## config.mk

```make
export PLATFORM = sky130hd
export DESIGN_NAME = vpi_ddr_line_writer
export DESIGN_NICKNAME = d
export VERILOG_FILES = /design/src/rtl/vpi_pkg.sv /design/src/rtl/vpi_sync_edge.sv /design/src/rtl/vpi_ddr_line_writer.sv
export SDC_FILE = /design/constraint.sdc
export NUM_CORES = 1
export LEC_CHECK = 0
export BUFFER_PORTS_ARGS = -buffer_cell sky130_fd_sc_hd__buf_2
export CORE_MARGIN = 2
export CORE_UTILIZATION = 29
export CTS_BUF_LIST = sky130_fd_sc_hd__clkbuf_4 sky130_fd_sc_hd__clkbuf_8 sky130_fd_sc_hd__clkbuf_16
export CTS_CLUSTER_SIZE = 16
export DETAILED_ROUTE_END_ITERATION = 16
export PLACE_DENSITY = 0.65
export SLEW_MARGIN = 20
export SYNTH_ARGS = -nofsm -noshare
export SYNTH_HDL_FRONTEND = slang
export SYNTH_HIERARCHICAL = 1
export SYNTH_SLANG_ARGS = --single-unit
```

## constraint.sdc

```tcl
create_clock -name i_ddr_clk -period 7.58 [get_ports i_ddr_clk]
set_input_delay 0 -clock i_ddr_clk [delete_from_list [all_inputs] [get_ports i_ddr_clk]]
set_output_delay 0 -clock i_ddr_clk [all_outputs]
set_load 0.05 [all_outputs]
```

## src/rtl/vpi_pkg.sv

```systemverilog
// Shared definitions for the video-input DDR line writer.
// Holds the writer FSM encoding, the controller write command code,
// the line counter width and the beats-per-line normalisation helper.
package vpi_pkg;

    typedef enum logic [2:0] {
        StIdle,
        StAck,
        StPref,
        StWr,
        StDone
    } wr_state_e;

    localparam logic [2:0] APP_CMD_WR = 3'b000;

    localparam int unsigned LINE_CNT_W = 12;
    localparam logic [LINE_CNT_W-1:0] LINE_CNT_MAX = '1;

    // Zero means one beat; anything past 256 is held at 256 so the 8-bit
    // beat counter always reaches the last beat.
    function automatic logic [8:0] eff_beats(input logic [8:0] beats);
        if (beats == 9'd0) begin
            return 9'd1;
        end else if (beats > 9'd256) begin
            return 9'd256;
        end
        return beats;
    endfunction

endpackage

```

## src/rtl/vpi_sync_edge.sv

```systemverilog
// Two-flop synchroniser followed by a rising-edge detector.
// Ports:
//   clk      destination clock
//   rst_n    synchronous active-low reset
//   async_in asynchronous level input
//   rise     one-cycle pulse on a synchronised rising edge
module vpi_sync_edge (
    input  logic clk,
    input  logic rst_n,
    input  logic async_in,
    output logic rise
);

    // [1:0] synchroniser stages, [2] edge-detect history
    logic [2:0] sync_q;

    always_ff @(posedge clk) begin
        if (!rst_n) begin
            sync_q <= 3'b000;
        end else begin
            sync_q <= {sync_q[1:0], async_in};
        end
    end

    assign rise = sync_q[1] & ~sync_q[2];

endmodule

```

## src/rtl/vpi_ddr_line_writer.sv

```systemverilog
// Video-input DDR line writer: on each line request from the ping-pong line
// RAM stage, acks the request, reads the buffered line out of the RAM and
// writes it to DDR3 through the controller's native app interface, one
// 128-bit beat per write command.
// Ports:
//   i_ddr_clk, i_rst_n, i_soft_rst   clock, sync active-low reset, soft reset
//   i_vs, i_ddr_req                  async vsync / line request (synchronised)
//   i_frame_base, i_line_beats       frame base address, beats per line
//   o_ddr_vpi_ack, o_ddr_wr_done     line accepted / line written pulses
//   o_ram_rd_addr, i_ram_rd_data     line RAM read port (1-cycle latency)
//   o_app_*, i_app_rdy, i_app_wdf_rdy controller command and write-data channels
//   o_line_overrun, o_line_cnt       sticky overrun flag, lines since vsync
module vpi_ddr_line_writer
    import vpi_pkg::*;
#(
    parameter int unsigned DATA_WIDTH  = 128,
    parameter int unsigned ADDR_WIDTH  = 27,
    parameter int unsigned ADDR_STEP   = 8,
    parameter int unsigned LINE_STRIDE = 2048
) (
    input  logic                  i_ddr_clk,
    input  logic                  i_rst_n,
    input  logic                  i_soft_rst,
    input  logic                  i_vs,
    input  logic                  i_ddr_req,
    input  logic [ADDR_WIDTH-1:0] i_frame_base,
    input  logic [8:0]            i_line_beats,
    output logic                  o_ddr_vpi_ack,
    output logic                  o_ddr_wr_done,
    output logic [7:0]            o_ram_rd_addr,
    input  logic [DATA_WIDTH-1:0] i_ram_rd_data,
    output logic                  o_app_en,
    output logic [2:0]            o_app_cmd,
    output logic [ADDR_WIDTH-1:0] o_app_addr,
    input  logic                  i_app_rdy,
    output logic                  o_app_wdf_wren,
    output logic                  o_app_wdf_end,
    output logic [DATA_WIDTH-1:0] o_app_wdf_data,
    input  logic                  i_app_wdf_rdy,
    output logic                  o_line_overrun,
    output logic [LINE_CNT_W-1:0] o_line_cnt
);

    logic srst_n;
    logic req_rise;
    logic vs_rise;

    assign srst_n = i_rst_n & ~i_soft_rst;

    vpi_sync_edge u_req_sync (
        .clk      (i_ddr_clk),
        .rst_n    (srst_n),
        .async_in (i_ddr_req),
        .rise     (req_rise)
    );

    vpi_sync_edge u_vs_sync (
        .clk      (i_ddr_clk),
        .rst_n    (srst_n),
        .async_in (i_vs),
        .rise     (vs_rise)
    );

    wr_state_e             state_q, state_d;
    logic [7:0]            beat_cnt_q, beat_cnt_d;
    logic [8:0]            beats_q, beats_d;
    logic [ADDR_WIDTH-1:0] addr_q, addr_d;
    logic [LINE_CNT_W-1:0] line_cnt_q, line_cnt_d;
    logic                  vs_pend_q, vs_pend_d;
    logic                  overrun_q, overrun_d;

    logic                  fire;
    logic                  last_beat;
    logic [ADDR_WIDTH-1:0] line_off;

    assign fire      = (state_q == StWr) && i_app_rdy && i_app_wdf_rdy;
    assign last_beat = ({1'b0, beat_cnt_q} == (beats_q - 9'd1));
    assign line_off  = ADDR_WIDTH'(line_cnt_q) * ADDR_WIDTH'(LINE_STRIDE);

    always_ff @(posedge i_ddr_clk) begin
        if (!srst_n) begin
            state_q    <= StIdle;
            beat_cnt_q <= 8'd0;
            beats_q    <= 9'd1;
            addr_q     <= '0;
            line_cnt_q <= '0;
            vs_pend_q  <= 1'b0;
            overrun_q  <= 1'b0;
        end else begin
            state_q    <= state_d;
            beat_cnt_q <= beat_cnt_d;
            beats_q    <= beats_d;
            addr_q     <= addr_d;
            line_cnt_q <= line_cnt_d;
            vs_pend_q  <= vs_pend_d;
            overrun_q  <= overrun_d;
        end
    end

    always_comb begin
        state_d        = state_q;
        beat_cnt_d     = beat_cnt_q;
        beats_d        = beats_q;
        addr_d         = addr_q;
        line_cnt_d     = line_cnt_q;
        vs_pend_d      = vs_pend_q;
        overrun_d      = overrun_q;
        o_ddr_vpi_ack  = 1'b0;
        o_ddr_wr_done  = 1'b0;
        o_ram_rd_addr  = 8'd0;
        o_app_en       = 1'b0;
        o_app_wdf_wren = 1'b0;
        o_app_wdf_end  = 1'b0;

        case (state_q)
            StIdle: begin
                if (vs_rise) begin
                    line_cnt_d = '0;
                end
                if (req_rise) begin
                    state_d = StAck;
                end
            end
            StAck: begin
                o_ddr_vpi_ack = 1'b1;
                beats_d       = eff_beats(i_line_beats);
                beat_cnt_d    = 8'd0;
                // Line start address; the running address then steps per beat.
                addr_d        = i_frame_base + line_off;
                state_d       = StPref;
            end
            StPref: begin
                // Address 0 is presented so beat 0 data is ready on entry to WR.
                state_d = StWr;
            end
            StWr: begin
                o_app_en       = 1'b1;
                o_app_wdf_wren = 1'b1;
                o_app_wdf_end  = 1'b1;
                // Look one beat ahead only when the current beat is consumed.
                o_ram_rd_addr  = fire ? (beat_cnt_q + 8'd1) : beat_cnt_q;
                if (fire) begin
                    if (last_beat) begin
                        state_d = StDone;
                    end else begin
                        beat_cnt_d = beat_cnt_q + 8'd1;
                        addr_d     = addr_q + ADDR_WIDTH'(ADDR_STEP);
                    end
                end
            end
            StDone: begin
                o_ddr_wr_done = 1'b1;
                if (vs_pend_q || vs_rise) begin
                    line_cnt_d = '0;
                end else if (line_cnt_q != LINE_CNT_MAX) begin
                    line_cnt_d = line_cnt_q + 1'b1;
                end
                vs_pend_d = 1'b0;
                state_d   = StIdle;
            end
            default: begin
                state_d = StIdle;
            end
        endcase

        if (vs_rise && (state_q != StIdle) && (state_q != StDone)) begin
            vs_pend_d = 1'b1;
        end
        if (req_rise && (state_q != StIdle)) begin
            overrun_d = 1'b1;
        end
    end

    assign o_app_cmd      = APP_CMD_WR;
    assign o_app_addr     = (state_q == StWr) ? addr_q : '0;
    assign o_app_wdf_data = (state_q == StWr) ? i_ram_rd_data : '0;
    assign o_line_overrun = overrun_q;
    assign o_line_cnt     = line_cnt_q;

endmodule

```

* Word level (Yosys, flattened, before mapping)
Cells that the tools add are included.
** Word-level totals
- Bits in registers :: 67
- Input port bits :: 171
- Word-level logic and storage cells :: 78
** Operators by class
- Add/sub/neg operators :: 5
- $lt $le $gt $ge :: 1
- Equal/unequal tests :: 13
- Multiplexer cells :: 29
- Bitwise gates (word level) :: 6
- Reductions and logical operators :: 15
** Operators with widths (number)
- 128-bit two-way mux :: 1
- 27-bit two-way mux :: 3
- 27-bit case mux with 2 select lines :: 1
- 12-bit two-way mux :: 3
- 8-bit two-way mux :: 4
- 27-bit by 23-bit adder with 27-bit output :: 1
- 27-bit by 4-bit adder with 27-bit output (second input constant) :: 1
- 9-bit two-way mux :: 3
- 12-bit case mux with 2 select lines :: 1
- 8-bit case mux with 2 select lines :: 1
- 12-bit by 1-bit adder with 12-bit output (second input constant) :: 1
- 12-bit inequality test (second input constant) :: 1
- 3-bit case mux with 4 select lines :: 1
- 2-bit inequality test (second input constant) :: 5
- 8-bit by 9-bit equality test with 1-bit output :: 1
- 9-bit greater-than comparator (second input constant) :: 1
- 9-bit zero test :: 1
- 3-bit two-way mux :: 3
- 3-bit AND reduction :: 3
- 9-bit by 1-bit subtractor with 9-bit output (second input constant) :: 1
- 8-bit by 1-bit adder with 8-bit output (second input constant) :: 1
- 1-bit two-way mux :: 8
- 3-bit by 2-bit equality test with 1-bit output (second input constant) :: 2
- 3-bit inequality test (second input constant) :: 2
- other kinds (9) :: 19

* Logic depth before layout (Yosys ltp)
- Word-level depth :: 5
- Depth in mapped cells :: 11
- Mapped depth without buffers :: 10

* Modules after synthesis
Netlist, hierarchy kept.
** Modules (own cells, without submodules)
- vpi_ddr_line_writer :: instances 1, cells an instance 772, area each 5426.5 µm²
- vpi_sync_edge :: instances 2, cells an instance 7, area each 92.6 µm²

* Worst setup path after synthesis
OpenSTA, ideal clock, no wires.
- Path type :: register -> register
- Start point :: register line_cnt_q[6] (netlist: o_line_cnt[6])
- End point :: register addr_q[23]
- Library setup time :: 0.086 ns
- Arrival :: 2.499 ns
- Required time :: 7.494 ns
- Slack :: 4.995 ns
- Cell stages (with the launch flop) :: 9
- Period minus slack after synthesis :: 2.585 ns
- Path through :: dfxtp_1 ha_1 and3_1 a221o_1 a31o_2 o41ai_1 xnor2_1 o21ai_0 a211oi_1
** On the way
- Longest elaborated chain between the ends :: 2
** Ends and longest elaborated chain
- start, declared :: RTL line vpi_ddr_line_writer.sv:68 : logic [LINE_CNT_W-1:0] line_cnt_q, line_cnt_d;
- start signal, assigned :: RTL line vpi_ddr_line_writer.sv:94 : line_cnt_q <= line_cnt_d;
- 27-bit by 23-bit adder with 27-bit output :: RTL line vpi_ddr_line_writer.sv:129 : addr_d = i_frame_base + line_off;
- 27-bit case mux with 2 select lines :: RTL line vpi_ddr_line_writer.sv:115 : case (state_q)
- end signal, assigned :: RTL line vpi_ddr_line_writer.sv:93 : addr_q <= addr_d;
- end, declared :: RTL line vpi_ddr_line_writer.sv:67 : logic [ADDR_WIDTH-1:0] addr_q, addr_d;
Every way passes these cells.
A chain may end at the register's enable or synchronous reset.

* Worst setup path after layout
- Start point :: register state_q[0]
- End point :: register beat_cnt_q[7]
** On the way
- Longest elaborated chain between the ends :: 5
- Elaborated cells between the ends (all ways) :: 9
- Those cells by class :: eq/ne (4); mux (1); reduce/logical (4)
** Ends and longest elaborated chain
- start, declared :: RTL line vpi_ddr_line_writer.sv:64 : wr_state_e state_q, state_d;
- start signal, assigned :: RTL line vpi_ddr_line_writer.sv:82 : state_q <= StIdle;
- start signal, assigned :: RTL line vpi_ddr_line_writer.sv:90 : state_q <= state_d;
- 3-bit by 2-bit equality test with 1-bit output :: RTL line vpi_ddr_line_writer.sv:76, vpi_ddr_line_writer.sv:115
- 1-bit logical AND (2 in series) :: RTL line vpi_ddr_line_writer.sv:76 : assign fire = (state_q == StWr) && i_app_rdy && i_app_wdf_rdy;
- 2-bit inequality test (no line)
- 3-bit AND reduction (no line)
- end signal, assigned :: RTL line vpi_ddr_line_writer.sv:91 : beat_cnt_q <= beat_cnt_d;
- end, declared :: RTL line vpi_ddr_line_writer.sv:65 : logic [7:0] beat_cnt_q, beat_cnt_d;
Several ways; a longest one is shown, not always the timed one.

==> metrics.cfg <==
[cts]
holdBufCountCts = 12
cts_max_level = 3
clock_sinks = 67
root_buffer = clkbuf_16
clk_latency_ns = 0.34
clk_pin_slew_ns = 0.06
clk_path_buf_depth = 2
cts-resized-gates = 0
post-cts-setup-buffers = 0
cts_inserted_buffers = 9
cts_tree = yes

[detailed_routing]
dr.pass1.iters = 5
antenna_left = 0
num_vias = 7289
wl_microns = 29500
viasPerCell = 5.35
drc = 0
wire_per_inst_microns = 21.7
drt-initial-drc-count = 617

[synth]
synth_cell_types = 68
synth_common_cells = and3_1 (158), dfxtp_1 (67), nand2_1 (64)
synth_seq_area_share_pct = 23.9
synth_enable_flop_cells = 0
yosysMostFrequentCell = and3_1
syn-cell-area_sq_um = 5610
synth_area_leaders = dfxtp_1 (24%), and3_1 (18%), a21oi_1 (4.8%), nand2_1 (4.3%), clkbuf_1 (4.1%)
synthCells = 786
synth_ff_type = dfxtp_1
yosys_warnings = 6
netlist.area_leader.share_pct = 23.9
ys_ff_latch = 67
syn_avg_cell_area_sq_um = 7.14
async_flop_share_pct = 0
yosysTopAreaCell = dfxtp_1

[placement]
portBuffers = 351
place_congestion = 0.865
placedCellCount = 1332
place_worst_setup_slack_ns = 4.14
dpl_cell_area_sq_um = 7450
place_hpwl_microns = 23100

[cells_and_area]
fin_util_pct = 41.8
fin_cells = 1363
multi_input_area_sq_um = 3890
final_area_sq_um = 7880
area_growth_pct = 40.4
regArea_sq_um = 1350
n_fill_cell = 2003
nets = 1284
drive_above_1_share_pct = 35.5

[timing]
final_hold_viol_count = 0
finalCritPeriodShare_pct = 47.6
finalHoldWorstSlack_ns = 0.00380
grt_setup_unrepaired = false
min_period_ns = 3.61
setup_ws_ns = 3.97
relSlewSlack_pct = 35.3
tightestPinTransition_ns = 0.964
clock_skew_ns = 0.00616
finalSetupViolations = 0
fmax_ghz = 0.277
drv_slew = 0
final.setup.tns_ns = 0

[critical_path]
path_common_cell = buf_4
path_cells = nor2b_4, buf_4, buf_4, nand2_1, buf_4, nor3_1, nand2_1, o211ai_1
worstSetupPathType = flop to flop
start_kind = flop
crit_slowest_cell = nor3_1
critPathCaptureType = flop
rr_worst_depth = 8
required_ns = 7.84
critPathArrivalTime_ns = 3.87
critPathMaxStageDelay_ns = 0.77
worstPathMaxFanout = 93

[status]
status = complete, no violations

[pwr]
report.power.total_mw = 0.888
power.leakage_nw = 4.27
powerDensity_nw_per_um2 = 113
irDropWorstVdd_v = 0.000110

[floorplanning]
start_util_pct = 29.8
die_w_microns = 143
fp.dieH_microns = 143
ios = 355
rows = 50
die_area_sq_um = 20500
core-area_sq_um = 18800

[global_routing]
grt_pass1_wl_microns = 40400
overflow = 0
grt_max_degree = 96
track_usage_pct = 26.7
antenna_found_initial = 6
grt_pass1_vias = 6234

[hold_path]
hold_path_class = input port to flop
min_path_cells = 3

[flow_run]
max_cap_violations = 0

## critical path: cells and delay by family (launching register included)
kind,cells,cell delay [ns]
and+or+nand+nor,4,1.32
DFF,1,0.46
buffers and inverters,3,1.44
AOI/OAI and AO/OA,1,0.21
## area by class of cell
cell class | count | share of cell area, %
Timing Repair Buffer | 369 | 24.4
Sequential cell | 67 | 17.1
Clock inverter | 6 | 0.794
Multi-Input combinational cell | 626 | 49.4
Clock buffer | 10 | 3.03
Inverter | 22 | 1.05
Tap cell | 260 | 4.13
Antenna cell | 3 | 0.0953
## cell usage in the layout, fill, tap and decap left out, drive strengths merged, types with 6 or more instances in the layout
| cell | instances |
|---|---|
| nand2b | 10 |
| inv | 23 |
| dlygate4sd3 | 12 |
| nor3 | 15 |
| o211ai | 12 |
| o31ai | 8 |
| a21oi | 54 |
| and2 | 11 |
| clkbuf | 10 |
| dfxtp | 67 |
| nor2 | 47 |
| o21ai | 42 |
| xor2 | 14 |
| a211oi | 14 |
| ha | 17 |
| nor2b | 6 |
| a31oi | 11 |
| nand4 | 12 |
| nand2 | 64 |
| buf | 357 |
| or4 | 6 |
| or3 | 11 |
| and3 | 158 |
| xnor2 | 19 |
| nand3 | 30 |
## state kept, by name (all words and copies together) (netlist names)
signal / flops
addr_q: 27
o_line_cnt: 12
beats_q: 9
beat_cnt_q: 8
state_q: 3
u_req_sync/sync_q: 3
u_vs_sync/sync_q: 3
o_line_overrun: 1
vs_pend_q: 1
## worst paths after layout
path | endpoint | start | slack, ns
worst max register to register | beat_cnt_q[7]$_SDFFE_PN0P_ | state_q[0]$_SDFFE_PN0P_ | 3.97
worst min-delay path | addr_q[10]$_SDFFE_PN0P_ | i_frame_base[10] | 0.004
worst min register to register | u_req_sync/sync_q[1]$_SDFF_PN0_ | u_req_sync/sync_q[0]$_SDFF_PN0_ | 0.43
worst max-delay path | beat_cnt_q[7]$_SDFFE_PN0P_ | state_q[0]$_SDFFE_PN0P_ | 3.97
## layer usage
metal | share of wire, % | global-route usage (%)
met3 | 6.7 | 6.00
met4 | 4.2 | 11.4
met2 | 48 | 43.4
met1 | 42 | 33.8
met5 | 0 | 0
## power breakdown
| group | internal [mW] | total, mW | switching, mW |
|---|---|---|---|
| clock network | 0.264 | 0.436 | 0.172 |
| registers | 0.353 | 0.354 | 0.00106 |
| logic | 0.0472 | 0.0985 | 0.0513 |
## cells by family (layout without fill, tap and decap cells)
logic type                 count (synthesis)  in the layout  share of synthesized area (%)
and+or+nand+nor                          388            388                           38.4
adders and majority gates                 18             18                           4.15
DFF                                       67             67                           23.9
xor gates and xnor gates                  33             33                           5.15
muxes                                      4              4                          0.736
AOI/OAI and AO/OA                        180            180                           20.5
other                                      1              6                         0.0668
buffers and inverters                     95            407                           7.09
No activity file was read; power rests on OpenSTA's default activity.
